### src/rtl/hs_pkg.sv
// Shared types and defaults for the hs_skid_slice stream pipeline slice.
package hs_pkg;

   localparam int HS_DATA_W = 32;

   typedef enum logic [1:0] {
      EMPTY = 2'b00,
      BUSY  = 2'b01,
      FULL  = 2'b10
   } hs_state_t;

endpackage

### src/rtl/hs_xfer_counter.sv
// Wrapping transfer counter: increments on en_i, cleared synchronously by clear_i.
// Latency: count reflects an enable one cycle later. No backpressure.
module hs_xfer_counter
   import hs_pkg::*;
#(
   parameter int CNT_W = 32
) (
   input  logic             clk,
   input  logic             clear_i,
   input  logic             en_i,
   output logic [CNT_W-1:0] cnt_o
);

   logic [CNT_W-1:0] cnt_q;

   always_ff @(posedge clk) begin
      if (clear_i) begin
         cnt_q <= '0;
      end else if (en_i) begin
         cnt_q <= cnt_q + CNT_W'(1);
      end
   end

   assign cnt_o = cnt_q;

endmodule

### src/rtl/hs_skid_slice.sv
// Registered valid/ready slice with one-entry skid buffer; 1-cycle latency, s_ready registered.
// Optional accepted-output counter on xfer_cnt when HS_XFER_CNT_EN is defined.
module hs_skid_slice
   import hs_pkg::*;
#(
   parameter int DATA_W = HS_DATA_W
`ifdef HS_XFER_CNT_EN
   ,
   parameter int CNT_W  = 32
`endif
) (
   input  logic              clk,
   input  logic              rst,
   input  logic [DATA_W-1:0] s_data,
   input  logic              s_valid,
   output logic              s_ready,
   output logic [DATA_W-1:0] m_data,
   output logic              m_valid,
   input  logic              m_ready
`ifdef HS_XFER_CNT_EN
   ,
   output logic [CNT_W-1:0]  xfer_cnt
`endif
);

   hs_state_t         state_q, state_d;
   logic [DATA_W-1:0] main_q, main_d;
   logic [DATA_W-1:0] skid_q, skid_d;
   logic              s_ready_q, m_valid_q;
   logic              s_xfer, m_xfer;

   // s_ready_q gates acceptance so nothing lands in the cycle right after reset
   assign s_xfer = s_valid & s_ready_q;
   assign m_xfer = m_valid_q & m_ready;

   always_comb begin
      state_d = state_q;
      main_d  = main_q;
      skid_d  = skid_q;
      case (state_q)
         EMPTY: begin
            if (s_xfer) begin
               main_d  = s_data;
               state_d = BUSY;
            end
         end
         BUSY: begin
            if (s_xfer && m_ready) begin
               main_d = s_data;
            end else if (s_xfer) begin
               skid_d  = s_data;
               state_d = FULL;
            end else if (m_ready) begin
               state_d = EMPTY;
            end
         end
         FULL: begin
            if (m_ready) begin
               main_d  = skid_q;
               state_d = BUSY;
            end
         end
         default: state_d = EMPTY;
      endcase
   end

   always_ff @(posedge clk) begin
      if (rst) begin
         state_q   <= EMPTY;
         main_q    <= '0;
         skid_q    <= '0;
         s_ready_q <= 1'b0;
         m_valid_q <= 1'b0;
      end else begin
         state_q   <= state_d;
         main_q    <= main_d;
         skid_q    <= skid_d;
         s_ready_q <= (state_d != FULL);
         m_valid_q <= (state_d != EMPTY);
      end
   end

   assign s_ready = s_ready_q;
   assign m_valid = m_valid_q;
   assign m_data  = main_q;

`ifdef HS_XFER_CNT_EN
   hs_xfer_counter #(
      .CNT_W (CNT_W)
   ) u_xfer_counter (
      .clk     (clk),
      .clear_i (rst),
      .en_i    (m_xfer),
      .cnt_o   (xfer_cnt)
   );
`endif

endmodule
### config.mk
export PLATFORM = sky130hd
export DESIGN_NAME = hs_skid_slice
export DESIGN_NICKNAME = d
export VERILOG_FILES = /design/src/rtl/hs_pkg.sv /design/src/rtl/hs_xfer_counter.sv /design/src/rtl/hs_skid_slice.sv
export SDC_FILE = /design/constraint.sdc
export NUM_CORES = 1
export LEC_CHECK = 0
export ABC_AREA = 1
export BUFFER_PORTS_ARGS = -buffer_cell sky130_fd_sc_hd__buf_2
export CORE_MARGIN = 2
export CORE_UTILIZATION = 53
export DETAILED_ROUTE_END_ITERATION = 7
export GPL_TIMING_DRIVEN = 1
export PLACE_DENSITY = 0.86
export SLEW_MARGIN = 20
export SYNTH_ARGS = -nofsm -noshare
export SYNTH_HDL_FRONTEND = slang
export SYNTH_SLANG_ARGS = --single-unit
### constraint.sdc
create_clock -name clk -period 1.24 [get_ports clk]
set_clock_uncertainty 0.05 [all_clocks]
set_input_delay 0.248 -clock clk [delete_from_list [all_inputs] [get_ports clk]]
set_output_delay 0.248 -clock clk [all_outputs]
set_load 0.05 [all_outputs]
==> impl_results.md <==
* Outcome: finished with violations
* Violations in the final reports: negative setup slack
* Final sum of negative setup slack at -4000 ps
* Pre-Repair DR Iteration Count at 7
* Min-Delay Path Class: input port to flop
* Count of state elements after synthesis at 68
* CORE AREA at 0.00554 mm^2
* Arr. time, crit path at around 1600 ps
* Crit path max fanout at 13
* Post-route worst setup slack at -130 ps
* Filler instances at 308
* Synthesized net count at between 500 and 600
* Post-route antenna net violation count at 0
* Max Buffers Root-to-Sink at 2
* Total of hold buffers inserted after clock tree synthesis at 0
* CP delay by family, top: simple AND/OR/NAND/NOR gates
* Residual DRC count at 0
* Number of vias after detailed routing at 3492
* Synthesized area per cell at between 6 and 7 um^2
* Pre-CTS WS at -152 ps
* Total leakage power at 2.23 nW
* Dominant cell type by area after synthesis: dfxtp_1
* Min-Delay Path Depth at 2
* RSZ-0062 raised after global routing: yes
* TritonCTS clock tree: built
* DIE WIDTH at approximately 80 um
* Biggest area contributors in the synthesized netlist: dfxtp_1, nand2_1, nor2_1
* Number of warnings issued by yosys at 0
* Num rows at 27
* Worst Tran Pin Value at between 300 and 400 ps
* Share of post-route cells with drive strength above 1 at 35.2%
* Cell with the largest stage delay on the worst path: dfxtp_2
* Final-report setup violation count at 65
* Total gr overflow at 0
* Time the worst path needs with I/O delays and setup at ~1400 ps
* Chip height at 79.8 um
* IO Count at 70
* Number of CTS-inserted buffers at 9
* Hpwl dp at 4680 um
* Number of DRC markers after the initial detailed-route iteration at 319
* Total detailed-routing wirelength at 10400 um
* Overall track demand over capacity in global routing at 25.2%
* Synthesized netlist cell count at approximately 480
* Reg clk slew, reported paths at 80 ps
* Wire length per cell at 16.3 um
* Startpoint kind of the worst setup timing path: flop
* Clock Latency Late Sink at 350 ps
* Most Frequent Cell on Critical Path: nand2_2
* Total Nets Final at just under 600
* Number of global-route vias before repair at 2854
* Worst ir drop on vdd at 0.00107 V
* Count of clock tree sinks at 68
* Longest individual stage delay on the worst path at 340 ps
* Sequential area share after synthesis at 44.7%
* Antenna violations before repair at 0
* Number of distinct standard cells referenced by the synthesized netlist at 15
* Top-area cell type share of the netlist area at 44.7%
* Max-cap violations at 0
* Vias per std cell at 5.48
* Initial standard-cell utilization of the core at 55.0%
* Number of antenna diodes at 0
* Die outline area at 0.00637 mm^2
* Global-route wire length before repair at 12500 um
* FF-to-FF path depth at 8
* Number of slew-limit violations in the final report at 0
* Final cell utilization of the core at 82.0%
* Number of buffer and inverter stages on the critical path at 3
* Total of buffers placed on input and output ports at 69
* Worst rel slew slack at 78.3%
* Pwr/cell area at 1270 mW/mm^2
* Sort of element at the end of the critical path: flop
* Final Total Pwr at approximately 0.0058 W
* Maximum number of pins on one net before global-route repair at 67
* GP Congestion at 0.884
* Worst EP required at 1440 ps
* Post-synthesis instance area at about 0.003 mm^2
* Count of H-tree levels built during CTS at 3
* Path length in cells of the critical path at 8
* Highest Clock Rate at 0.730 GHz
* Start-to-end type of the worst setup path: flop to flop
* Post-synthesis to final-layout area growth at 49.1%
* Final hold violations at 0
* Cells along the critical path: buf_6 > inv_4 > nand2_2 > nand2_2 > nand3_4 > buf_12 > nor2_2 > nor2_1
* Clock Root Buffer: clkbuf_8
* Tcrit/Tclk final at 110%
synthesized netlist by cell type:
library cell    n
nand2_1       141
nor2_1        130
dfxtp_1        68
inv_1          36
nand3_1        33
o21ai_0        29
buf_2          17
clkbuf_1        5
inv_2           4
buf_4           3
buf_6           3
o21ai_1         3
nand2_2         2
nand3_2         1
nor2_4          1
worst register-to-register path, stage by stage, from the launching register on:
cell and delay, ps:
dfxtp_2 340, buf_6 130, inv_4 50, nand2_2 40, nand2_2 80, nand3_4 180, buf_12 220, nor2_2 130
nor2_1 70
through the flow:
step,std cells,area [um^2],hold WS [ps]
after floorplan,476,3050,261
after global placement,606,3540,374
after detailed placement,606,3540,389
after CTS,625,3990,15.1
after global routing,637,4540,13.1
final,637,4540,20.0
report_power, final:
part           internal (W)  total (W)  switching (W)  leakage, nW
clock               0.00132    0.00224       0.000922        0.122
sequential          0.00229    0.00235      0.0000618        0.557
combinational      0.000413    0.00116       0.000750         1.55
metal layers:
metal	share of wire (%)	GRT usage [%]	up-vias
met5	0	0	-
met4	4.2	8.81	0
met3	8.3	6.22	60
met2	51	45.0	208
met1	37	29.3	1611
li1	-	-	1613
state kept, by name, summed over array words and instances (netlist names):
| name | cells |
|---|---|
| skid_q | 32 |
| m_data | 32 |
| state_q | 2 |
| s_ready | 1 |
| m_valid | 1 |
final timing paths:
check	from	to	slack (ps)
worst min-delay path	rst	s_ready$_SDFF_PP0_	20
worst max register to register	state_q[0]$_SDFF_PP0_	m_data[0]$_SDFFE_PP0P_	-130
worst max-delay path	state_q[0]$_SDFF_PP0_	m_data[0]$_SDFFE_PP0P_	-130
worst min register to register	skid_q[23]$_SDFFE_PP0P_	skid_q[23]$_SDFFE_PP0P_	440
cell usage in the layout (no fill, tap or decap), drive strengths merged:
master  synthesis  final
buf            23     83
bufinv          0      2
clkbuf          5     27
clkinv          0      3
dfxtp          68     68
inv            40     42
nand2         143    143
nand3          34     34
nor2          131    131
o21ai          32     32
kinds of logic after synthesis:
| logic type | share of synthesized area, % |
|---|---|
| AOI/OAI and AO/OA | 5.25 |
| buffers and inverters | 10.2 |
| DFF | 44.7 |
| and+or+nand+nor | 39.9 |
layout make-up:
| class | count | area [um^2] | share of cell area (%) |
|---|---|---|---|
| well taps | 72 | 90.1 | 1.98 |
| multi-input cells | 340 | 1650 | 36.4 |
| clock inverters | 4 | 77.6 | 1.71 |
| flip-flops and latches | 68 | 1370 | 30.2 |
| repair buffers | 98 | 961 | 21.1 |
| repair inverters | 3 | 43.8 | 0.964 |
| inverters | 40 | 181 | 3.99 |
| clock buffers | 12 | 166 | 3.66 |
timing repair:
action                                  in CTS  in global routing
resized for setup                           55                125
buffers inserted                             2                  2
gates cloned                                 1                 10
endpoints found under the setup margin      89                 78
pin swaps                                    5                 19
Note: power is estimated with default switching activity, not from simulation.
